==> config.mk <==
export PLATFORM = sky130hd
export DESIGN_NAME = alu_multicycle
export DESIGN_NICKNAME = d
export VERILOG_FILES = /design/src/rtl/alu_multicycle.sv
export SDC_FILE = /design/constraint.sdc
export NUM_CORES = 1
export LEC_CHECK = 0
export ABC_CLOCK_PERIOD_IN_PS = 2900
export CORE_AREA = 4 4 101 151
export CTS_CLUSTER_SIZE = 24
export DETAILED_ROUTE_END_ITERATION = 10
export DIE_AREA = 0 0 105 155
export DONT_BUFFER_PORTS = 1
export PLACE_DENSITY = 0.63
export SETUP_SLACK_MARGIN = 0.5
export SLEW_MARGIN = 25
export SYNTH_ARGS = -nofsm -noshare
export SYNTH_HDL_FRONTEND = slang
export SYNTH_SLANG_ARGS = --single-unit
==> constraint.sdc <==
create_clock -name Clock -period 2.9 [get_ports Clock]
set_input_delay 0.29 -clock Clock [delete_from_list [all_inputs] [get_ports Clock]]
set_output_delay 0.29 -clock Clock [all_outputs]
set_load 0.02 [all_outputs]
==> src/rtl/alu_multicycle.sv <==
// Handshaked ALU: single-cycle logic/arith/shift ops plus an optional shift-add multiplier.
// Define ALU_MUL_EN to build the iterative MUL; otherwise Op 110 completes at once flagged Illegal.
module alu_multicycle #(
  parameter int WIDTH = 24
) (
  input  logic             Clock,
  input  logic             Reset,
  input  logic             InValid,
  output logic             InReady,
  input  logic [WIDTH-1:0] A,
  input  logic [WIDTH-1:0] B,
  input  logic [2:0]       Op,
  output logic             OutValid,
  input  logic             OutReady,
  output logic [WIDTH-1:0] Result,
  output logic             Zero,
  output logic             Overflow,
  output logic             CarryOut,
  output logic             Illegal
);

  localparam logic [2:0] OP_AND = 3'b000;
  localparam logic [2:0] OP_OR  = 3'b001;
  localparam logic [2:0] OP_ADD = 3'b010;
  localparam logic [2:0] OP_SUB = 3'b011;
  localparam logic [2:0] OP_SLT = 3'b100;
  localparam logic [2:0] OP_SLL = 3'b101;
  localparam logic [2:0] OP_MUL = 3'b110;
  localparam logic [2:0] OP_NOR = 3'b111;
  localparam logic [WIDTH-1:0] SHIFT_LIMIT = (WIDTH)'(WIDTH);

  typedef enum logic [1:0] {
    IDLE,
`ifdef ALU_MUL_EN
    MUL,
`endif
    DONE
  } state_t;

  state_t state, next_state, start_state;
  logic accept;

  logic [WIDTH:0]   add_sum, sub_sum;
  logic             add_ovf, sub_ovf;
  logic [WIDTH-1:0] alu_res;
  logic             alu_ovf, alu_carry, alu_illegal;

  // Overflow as sign-mismatch is equivalent to carry-into-MSB XOR carry-out.
  assign add_sum = {1'b0, A} + {1'b0, B};
  assign sub_sum = {1'b0, A} + {1'b0, ~B} + {{WIDTH{1'b0}}, 1'b1};
  assign add_ovf = (A[WIDTH-1] == B[WIDTH-1]) && (add_sum[WIDTH-1] != A[WIDTH-1]);
  assign sub_ovf = (A[WIDTH-1] != B[WIDTH-1]) && (sub_sum[WIDTH-1] != A[WIDTH-1]);

  always_comb begin
    alu_res     = '0;
    alu_ovf     = 1'b0;
    alu_carry   = 1'b0;
    alu_illegal = 1'b0;
    case (Op)
      OP_AND: alu_res = A & B;
      OP_OR:  alu_res = A | B;
      OP_ADD: begin
        alu_res   = add_sum[WIDTH-1:0];
        alu_ovf   = add_ovf;
        alu_carry = add_sum[WIDTH];
      end
      OP_SUB: begin
        alu_res   = sub_sum[WIDTH-1:0];
        alu_ovf   = sub_ovf;
        alu_carry = sub_sum[WIDTH];
      end
      OP_SLT: alu_res = {{(WIDTH-1){1'b0}}, sub_sum[WIDTH-1] ^ sub_ovf};
      OP_SLL: alu_res = (B >= SHIFT_LIMIT) ? '0 : (A << B);
`ifdef ALU_MUL_EN
      OP_MUL: alu_res = '0;
`else
      OP_MUL: alu_illegal = 1'b1;
`endif
      OP_NOR: alu_res = ~(A | B);
      default: alu_res = '0;
    endcase
  end

`ifdef ALU_MUL_EN
  localparam int CNT_W = $clog2(WIDTH);

  logic [WIDTH-1:0]   mcand;
  logic [2*WIDTH-1:0] prod, prod_next;
  logic [WIDTH:0]     partial;
  logic [CNT_W-1:0]   iter;
  logic               last_iter;

  // prod starts as {0, multiplier}; each step adds the multiplicand into the upper half and shifts right.
  assign partial   = {1'b0, prod[2*WIDTH-1:WIDTH]} + (prod[0] ? {1'b0, mcand} : '0);
  assign prod_next = {partial, prod[WIDTH-1:1]};
  assign last_iter = (iter == CNT_W'(WIDTH - 1));
  assign start_state = (Op == OP_MUL) ? MUL : DONE;

  always_ff @(posedge Clock or negedge Reset) begin
    if (!Reset) begin
      mcand <= '0;
      prod  <= '0;
      iter  <= '0;
    end else if (accept) begin
      mcand <= A;
      prod  <= {{WIDTH{1'b0}}, B};
      iter  <= '0;
    end else if (state == MUL) begin
      prod <= prod_next;
      iter <= iter + CNT_W'(1);
    end
  end
`else
  assign start_state = DONE;
`endif

  always_ff @(posedge Clock or negedge Reset) begin
    if (!Reset) state <= IDLE;
    else        state <= next_state;
  end

  // InReady is gated by Reset so nothing is accepted while reset is held.
  always_comb begin
    next_state = state;
    case (state)
      IDLE:    InReady = Reset;
      DONE:    InReady = Reset && OutReady;
      default: InReady = 1'b0;
    endcase
    accept = InValid && InReady;
    case (state)
      IDLE: if (accept) next_state = start_state;
`ifdef ALU_MUL_EN
      MUL:  if (last_iter) next_state = DONE;
`endif
      DONE: begin
        if (accept)        next_state = start_state;
        else if (OutReady) next_state = IDLE;
      end
      default: next_state = IDLE;
    endcase
  end

  assign OutValid = (state == DONE);

  always_ff @(posedge Clock or negedge Reset) begin
    if (!Reset) begin
      Result   <= '0;
      Zero     <= 1'b0;
      Overflow <= 1'b0;
      CarryOut <= 1'b0;
      Illegal  <= 1'b0;
    end else if (accept) begin
      Result   <= alu_res;
      Zero     <= (alu_res == '0);
      Overflow <= alu_ovf;
      CarryOut <= alu_carry;
      Illegal  <= alu_illegal;
    end
`ifdef ALU_MUL_EN
    else if (state == MUL && last_iter) begin
      Result   <= prod_next[WIDTH-1:0];
      Zero     <= (prod_next[WIDTH-1:0] == '0);
      Overflow <= |prod_next[2*WIDTH-1:WIDTH];
      CarryOut <= 1'b0;
      Illegal  <= 1'b0;
    end
`endif
  end

endmodule

* After elaboration in Yosys (flattened, before gate mapping) *
Cells that the tools add are included.

cells by class
  $add $sub $neg = 3
  bitwise gates (word level) = 5
  shifts and indexed selects = 1
  muxes and demuxes = 10
  order comparisons = 1
  eq/ne operators = 14
  reductions and logical operators = 8

operators by type and width
  cell                                                                 count
  case mux 24 bit (7 select lines)                                     1
  adder 24 x 24 -> 25 bit                                              2
  inverter 24 bit                                                      2
  adder 25 x 1 -> 25 bit (second input constant)                       1
  AND 24 bit                                                           1
  greater-or-equal comparator 24 x 5 -> 1 bit (second input constant)  1
  logical NOT 24 bit                                                   1
  2-to-1 mux 24 bit                                                    1
  OR 24 bit                                                            1
  << shifter 24 x 24 -> 24 bit                                         1
  == test 3 bit (second input constant)                                4
  == test 3 x 2 -> 1 bit (second input constant)                       2
  2-to-1 mux 2 bit                                                     3
  case mux 1 bit (2 select lines)                                      3
  logical AND 1 bit                                                    4
  case mux 2 bit (2 select lines)                                      1
  == test 3 x 1 -> 1 bit (second input constant)                       1
  logical NOT 3 bit                                                    1
  != test 1 bit                                                        3
  != test 3 x 1 -> 1 bit (second input constant)                       1
  == test 2 x 1 -> 1 bit (second input constant)                       1
  logical NOT 2 bit                                                    1
  != test 2 bit (second input constant)                                1
  AND reduction 2 bit                                                  1
  3 further kinds                                                      3

word-level totals
  output and inout port bits = 30
  bits in registers = 30

* Depth between registers and ports, before layout *
  depth after elaboration = 8
  mapped depth = 21
  mapped depth without buffers = 19

* Least setup slack after synthesis *
Ideal clock, no wire load.

  kind = input to register
  from = in B[3]
  to = reg Zero
  slack = -1.852 ns
  buffers on the path = 2
  arrival time = 4.661 ns
  stages = 19
  cell sequence = clkbuf_1 inv_1 clkbuf_1 ha_1 nand2b_1 a21oi_1 o2111a_1 o311ai_0 a21oi_1 a221oi_1 o21ai_0 a21o_1 fa_1 nor3b_1 o31ai_1 a221oi_1 nand4_1 or4_1 o31ai_2

between the ends
  word-level cells in the longest chain between the ends = 8

ends and longest elaborated chain
  item                                RTL line  RTL
  start, declared                     11        input logic [WIDTH-1:0] B,
  inverter 24 bit                     50        assign sub_sum = {1'b0, A} + {1'b0, ~B} + {{WIDTH{1'b0}}, 1'b1};
  adder 24 x 24 -> 25 bit             50
  adder 25 x 1 -> 25 bit              50
  != test 1 bit                       52        assign sub_ovf = (A[WIDTH-1] != B[WIDTH-1]) && (sub_sum[WIDTH-1] != A[WIDTH-1]);
  logical AND 1 bit                   52
  bitwise XOR 1 bit                   72        OP_SLT: alu_res = {{(WIDTH-1){1'b0}}, sub_sum[WIDTH-1] ^ sub_ovf};
  case mux 24 bit (7 select lines) *  59        case (Op)
  logical NOT 24 bit *                155       Zero <= (alu_res == '0);
  end signal, assigned                155
  end, declared                       16        output logic Zero,

Every way passes the cells marked *; elsewhere a longest branch is shown, timed or not.
A chain may end at the register's enable or synchronous reset.

* Worst setup path after layout *
  from = in B[1]
  to = reg Zero

The elaborated chain is that of the path after synthesis.

==> results.json <==
{
  "status": "complete, but fails checks",
  "violations": "negative setup slack",
  "rr_worst_depth": 10,
  "port_buffers": 0,
  "vdd_ir_drop_max_mv": 0.512,
  "area_delta_synth_final_pct": 38.9,
  "critPathMaxStageDelay_ps": 510,
  "criticalPathCategory": "in -> reg",
  "cellLeakagePower_nw": 3.97,
  "antenna_found_initial": 0,
  "power_mw": 2.77,
  "drive_gt1_share_pct": 35.4,
  "die_y_microns": 155,
  "drt-wirelength-per-cell_microns": 23.4,
  "hpwl_mm": 21.8,
  "slew_headroom_pct": 33.4,
  "syn_inst": 816,
  "rows": 53,
  "cp_num_cells": 17,
  "cts_sinks": 29,
  "start_util_pct": 44.4,
  "coreArea_sq_um": 13900,
  "syn_area_sq_um": 6190,
  "hold_viol": 0,
  "slowest_stage": "fa_1",
  "drt_iter0_markers": 552,
  "hold_ws_ps": 192,
  "synth_top_area_share_pct": 14.6,
  "num_vias": 7330,
  "min_path_type": "in -> reg",
  "grt_pass1_wl_mm": 41.1,
  "clk_pin_slew_ps": 40,
  "synth_flop_cell": "dfrtp_1",
  "crit_chain": "clkinv_16 > ha_4 > o21ba_4 > o41ai_4 > o2111a_2 > o311ai_4 > a21oi_2 > a221oi_2 > o21ai_1 > a21o_1 > fa_1 > nor3b_2 > o31ai_2 > a221oi_2 > nand4_1 > or4_1 > o31ai_2",
  "async_flop_share_pct": 100,
  "slew_viol_final": 0,
  "ys_types": 82,
  "drc": 0,
  "grt_max_degree": 68,
  "pin_count": 85,
  "cp_max_fo": 16,
  "p_per_area_nw_per_um2": 323,
  "skew_ps": 4.67,
  "die_x_microns": 105,
  "cts_made_buffers": 5,
  "n_antenna_cell": 0,
  "grt_util_all_layers_pct": 32.2,
  "crit_buf_inv": 1,
  "clkLatencyLatePin_ps": 270,
  "required_ps": 3080,
  "met2_length_mm": 13.4,
  "cts_tree": "built",
  "wirelength_mm": 26.9,
  "fmaxAchievable_mhz": 260,
  "ant_nets": 0,
  "period_needed_ps": 3850,
  "via_per_inst": 6.39,
  "holdPathStages": 1,
  "postLayoutCoreUtil_pct": 61.7,
  "timing.final.crit_share_pct": 133,
  "wl_met3_mm": 1.64,
  "ys_seq_area_share_pct": 11.7,
  "cts_max_path_buffers": 2,
  "wl_met1_mm": 9.33,
  "worst_slew_pin_slew_ps": 995,
  "routed.top_layer": "met4",
  "cap_violations": 0,
  "grt_overflow": 0,
  "rsz0062_at_grt": "yes",
  "ys.warnings.count": 0,
  "cp-end-kind": "flip-flop",
  "synthTopCellsByArea": "ha_1 (15%), dfrtp_1 (12%), mux2i_1 (6.0%)",
  "htree_levels": 2,
  "cp_top_family": "compound AO/OA/AOI/OAI gates",
  "synth-edff-count": 0,
  "startpoint_type": "input port",
  "root_buffer": "clkbuf_16",
  "dieArea_sq_um": 16300,
  "arrival_ps": 4030,
  "syn_nets": 946,
  "synth_area_per_cell_sq_um": 7.58,
  "firstDrtPassIters": 6,
  "synth-seq-cells": 29,
  "gp_congestion": 0.980,
  "setup_ws_ps": -952,
  "synth_top_area_cell": "ha_1",
  "nNetsFinal": 1112,
  "grt_pass1_vias": 7387,
  "setup_violations": 10
}
routing by layer:
| layer | track usage, % | up-vias |
|---|---|---|
| li1 | - | 3327 |
| met1 | 33.5 | 3487 |
| met2 | 58.0 | 381 |
| met3 | 5.02 | 135 |
| met4 | 23.6 | 0 |
| met5 | 0 | - |
synthesized netlist by cell type (12+ instances only):
master / instances
dfrtp_1: 29
ha_1: 72
nor3_1: 16
nor2_1: 53
inv_1: 74
mux2_2: 16
a22oi_1: 12
mux2i_1: 37
clkbuf_1: 35
nand3_1: 24
nand2_1: 80
a21oi_1: 60
o211ai_1: 14
o21ai_0: 61
a31oi_1: 12
xnor2_1: 17
mux4_2: 16
area by class of cell:
| cell class | count | area (sq um) |
|---|---|---|
| multi-input combinational | 660 | 5480 |
| tap | 165 | 206 |
| clock inverter | 2 | 35.0 |
| clock buffer | 5 | 125 |
| fill | 1223 | 5330 |
| sequential | 29 | 726 |
| inverter | 77 | 377 |
| timing repair buffer | 209 | 1640 |
kinds of logic after synthesis:
kind of cell | count (synthesis) | synth area share (%)
buf+inv | 127 | 8.33
compound gates | 264 | 28.9
simple gates | 231 | 17.6
xor+xnor | 20 | 2.83
flops | 29 | 11.7
fa+ha+maj | 75 | 15.5
mux | 70 | 15.1
through the flow:
stage,setup slack [ps],instances,TNS (ps),instance area [sq um]
after floorplan,-1200,816,-2600,6450
after global placement,-1400,1124,-6340,7770
after detailed placement,-1470,1124,-6910,7770
after CTS,-905,1137,-2650,8330
after global routing,-1180,1147,-4710,8590
final,-952,1147,-3440,8590
registers in the layout, summed over array words and instances (netlist names):
register / cells
Illegal: 1
CarryOut: 1
Zero: 1
state: 1
Result: 24
Overflow: 1
final timing paths:
| path | to | slack, ps | start |
|---|---|---|---|
| worst max-delay path | Zero | -950 | B[1] |
| worst min-delay path | Illegal | 190 | Op[0] |
| worst max register to register | Zero | 230 | state[0] |
| worst min register to register | state[0] | 560 | state[0] |
| max in group asynchronous | Result[14] | 2270 | Reset |
| min in group asynchronous | Result[15] | 470 | Reset |
cells in the final DEF, fill, tap and decap left out, drive strengths merged, types with 24 or more instances in the layout:
cell type and instances:
nand2 80, a21oi 61, inv 75, nand3 24
mux2i 38, ha 72, buf 208, dfrtp 29
o21ai 66, nor2 53
what timing repair did:
| item | in CTS | in global routing |
|---|---|---|
| buffers inserted | 4 | 10 |
| gates cloned | 0 | 0 |
| gates resized for setup | 84 | 42 |
| endpoints found under the hold margin | 29 | 0 |
| hold buffers | 2 | 0 |
| endpoints found under the setup margin | 18 | 20 |
| pin swaps | 23 | 25 |
power by group:
part	internal, mW	switching (mW)
Clock	0.396	0.160
Combinational	0.788	0.810
Sequential	0.476	0.143
Total	1.66	1.11
No activity file was read; power rests on OpenSTA's default activity.
==> edit, RTL diff (config.mk and constraints unchanged) <==
`WIDTH`: 24 -> 28.
--- a/src/rtl/alu_multicycle.sv
+++ b/src/rtl/alu_multicycle.sv
@@ -1,7 +1,7 @@
 // Handshaked ALU: single-cycle logic/arith/shift ops plus an optional shift-add multiplier.
 // Define ALU_MUL_EN to build the iterative MUL; otherwise Op 110 completes at once flagged Illegal.
 module alu_multicycle #(
-  parameter int WIDTH = 24
+  parameter int WIDTH = 28
 ) (
   input  logic             Clock,
   input  logic             Reset,
Ports: changed (resized A, B and Result); port bits go from 85 to 97. The function was not compared with the original's and may differ.
==> edit against the unedited design <==
The flow still finishes with violations (negative setup slack); design area grew 28%; hold slack gained 0.023 ns; sequential cell count grew 4; clock skew shrank 0.0021 ns; area after synthesis grew 21%; fmax shrank 7.4%; global-route usage grew 9.8 points; setup slack lost 0.31 ns; wire length grew 33%; power grew 26%; register-to-register slack gained 0.63 ns; largest power group unchanged.
==> edit: results (changes against the unedited design) <==
\begin{tabular}{lr}
\hline
Metric & Value \\
\hline
\multicolumn{2}{l}{\textbf{Status}} \\
\quad Outcome & finished with violations (unchanged) \\
\quad Violated checks & negative setup slack (unchanged) \\
\multicolumn{2}{l}{\textbf{Place}} \\
\quad Placer's final routability congestion estimate & 1.07 (was 0.980) \\
\multicolumn{2}{l}{\textbf{Setup path}} \\
\quad Top fanout value on the critical path & 5 (was 16) \\
\quad Cell with the largest stage delay on the worst path & sky130\_fd\_sc\_hd\_\_or4\_4 (was sky130\_fd\_sc\_hd\_\_fa\_1) \\
\quad Arrival time reported for the critical path endpoint & 4.38 ns (was 4.03 ns) \\
\quad Maximum single-stage delay on the critical path & 0.43 ns (was 0.51 ns) \\
\quad Top Family by Delay on Critical Path & simple AND/OR/NAND/NOR gates (was compound AO/OA/AOI/OAI gates) \\
\multicolumn{2}{l}{\textbf{Synth}} \\
\quad Xor and xnor area share after synthesis & 3.40\% (was 2.83\%) \\
\quad Instance count of the mapped netlist & 1029 (was 816) \\
\quad Commonest cells in the synthesized netlist & sky130\_fd\_sc\_hd\_\_nand2\_1 (98), sky130\_fd\_sc\_hd\_\_a21oi\_1 (92), sky130\_fd\_sc\_hd\_\_nor2\_1 (89), sky130\_fd\_sc\_hd\_\_ha\_1 (84), sky130\_fd\_sc\_hd\_\_o21ai\_0 (82) (was sky130\_fd\_sc\_hd\_\_nand2\_1 (80), sky130\_fd\_sc\_hd\_\_inv\_1 (74), sky130\_fd\_sc\_hd\_\_ha\_1 (72), sky130\_fd\_sc\_hd\_\_o21ai\_0 (61), sky130\_fd\_sc\_hd\_\_a21oi\_1 (60)) \\
\quad Number of different library cells in the post-synthesis netlist & 85 (was 82) \\
\multicolumn{2}{l}{\textbf{CTS}} \\
\quad Count of instances resized after the clock tree is built & 148 (was 84) \\
\quad CTS Sinks & 33 (was 29) \\
\multicolumn{2}{l}{\textbf{Timing}} \\
\quad Number of setup violations in the final report & 9 (was 10) \\
\quad Clock Skews & 0.00254 ns (was 0.00467 ns) \\
\quad Worst Slack Setup Final & -1.26 ns (was -0.952 ns) \\
\quad Slew at the pin with the worst max-slew slack & 0.847 ns (was 0.995 ns) \\
\multicolumn{2}{l}{\textbf{Global route}} \\
\quad Combined global-route utilization of all metal layers & 42.0\% (was 32.2\%) \\
\quad Global-route track usage on met2 & 73.2\% (was 58.0\%) \\
\multicolumn{2}{l}{\textbf{Finish}} \\
\quad Number of clock buffer instances in the layout & 6 (was 5) \\
\quad End-of-flow core utilization & 79.3\% (was 61.7\%) \\
\quad Non-clock buffer total of the final layout & 314 (was 209) \\
\multicolumn{2}{l}{\textbf{Power and ir drop}} \\
\quad Maximum vdd drop & 0.000302 V (was 0.000512 V) \\
\multicolumn{2}{l}{\textbf{Detailed routing}} \\
\quad Met1 wire length & 12000 µm (was 9330 µm) \\
\hline
\end{tabular}
-- edit: cell types whose count changed in the layout (fill, tap and decap cells not counted), sizes merged, moves of 12 or more --
cell / change
ha: +12
nor2: +36
a21oi: +31
buf: +105
nand2: +19
o21ai: +20
-- edit: worst min path at each step --
stage,slack [ns],cells past startpoint,start,endpoint
2_1_floorplan,-0.006,0,Reset,CarryOut$_DFFE_PN0P_
3_3_place_gp,-0.005,0,Reset,Result[4]$_DFFE_PN0P_
3_5_place_dp,-0.005,0,Reset,Result[11]$_DFFE_PN0P_
4_1_cts,0.21,2,OutReady,state[0]$_DFFE_PN0P_
5_1_grt,0.23,2,OutReady,state[0]$_DFFE_PN0P_
6_report,0.22,2,OutReady,state[0]$_DFFE_PN0P_
-- edit: report_power, final --
group / switching, µW / internal [µW]
Combinational: 1140 / 1040
Sequential: 159 / 539
Clock: 190 / 428
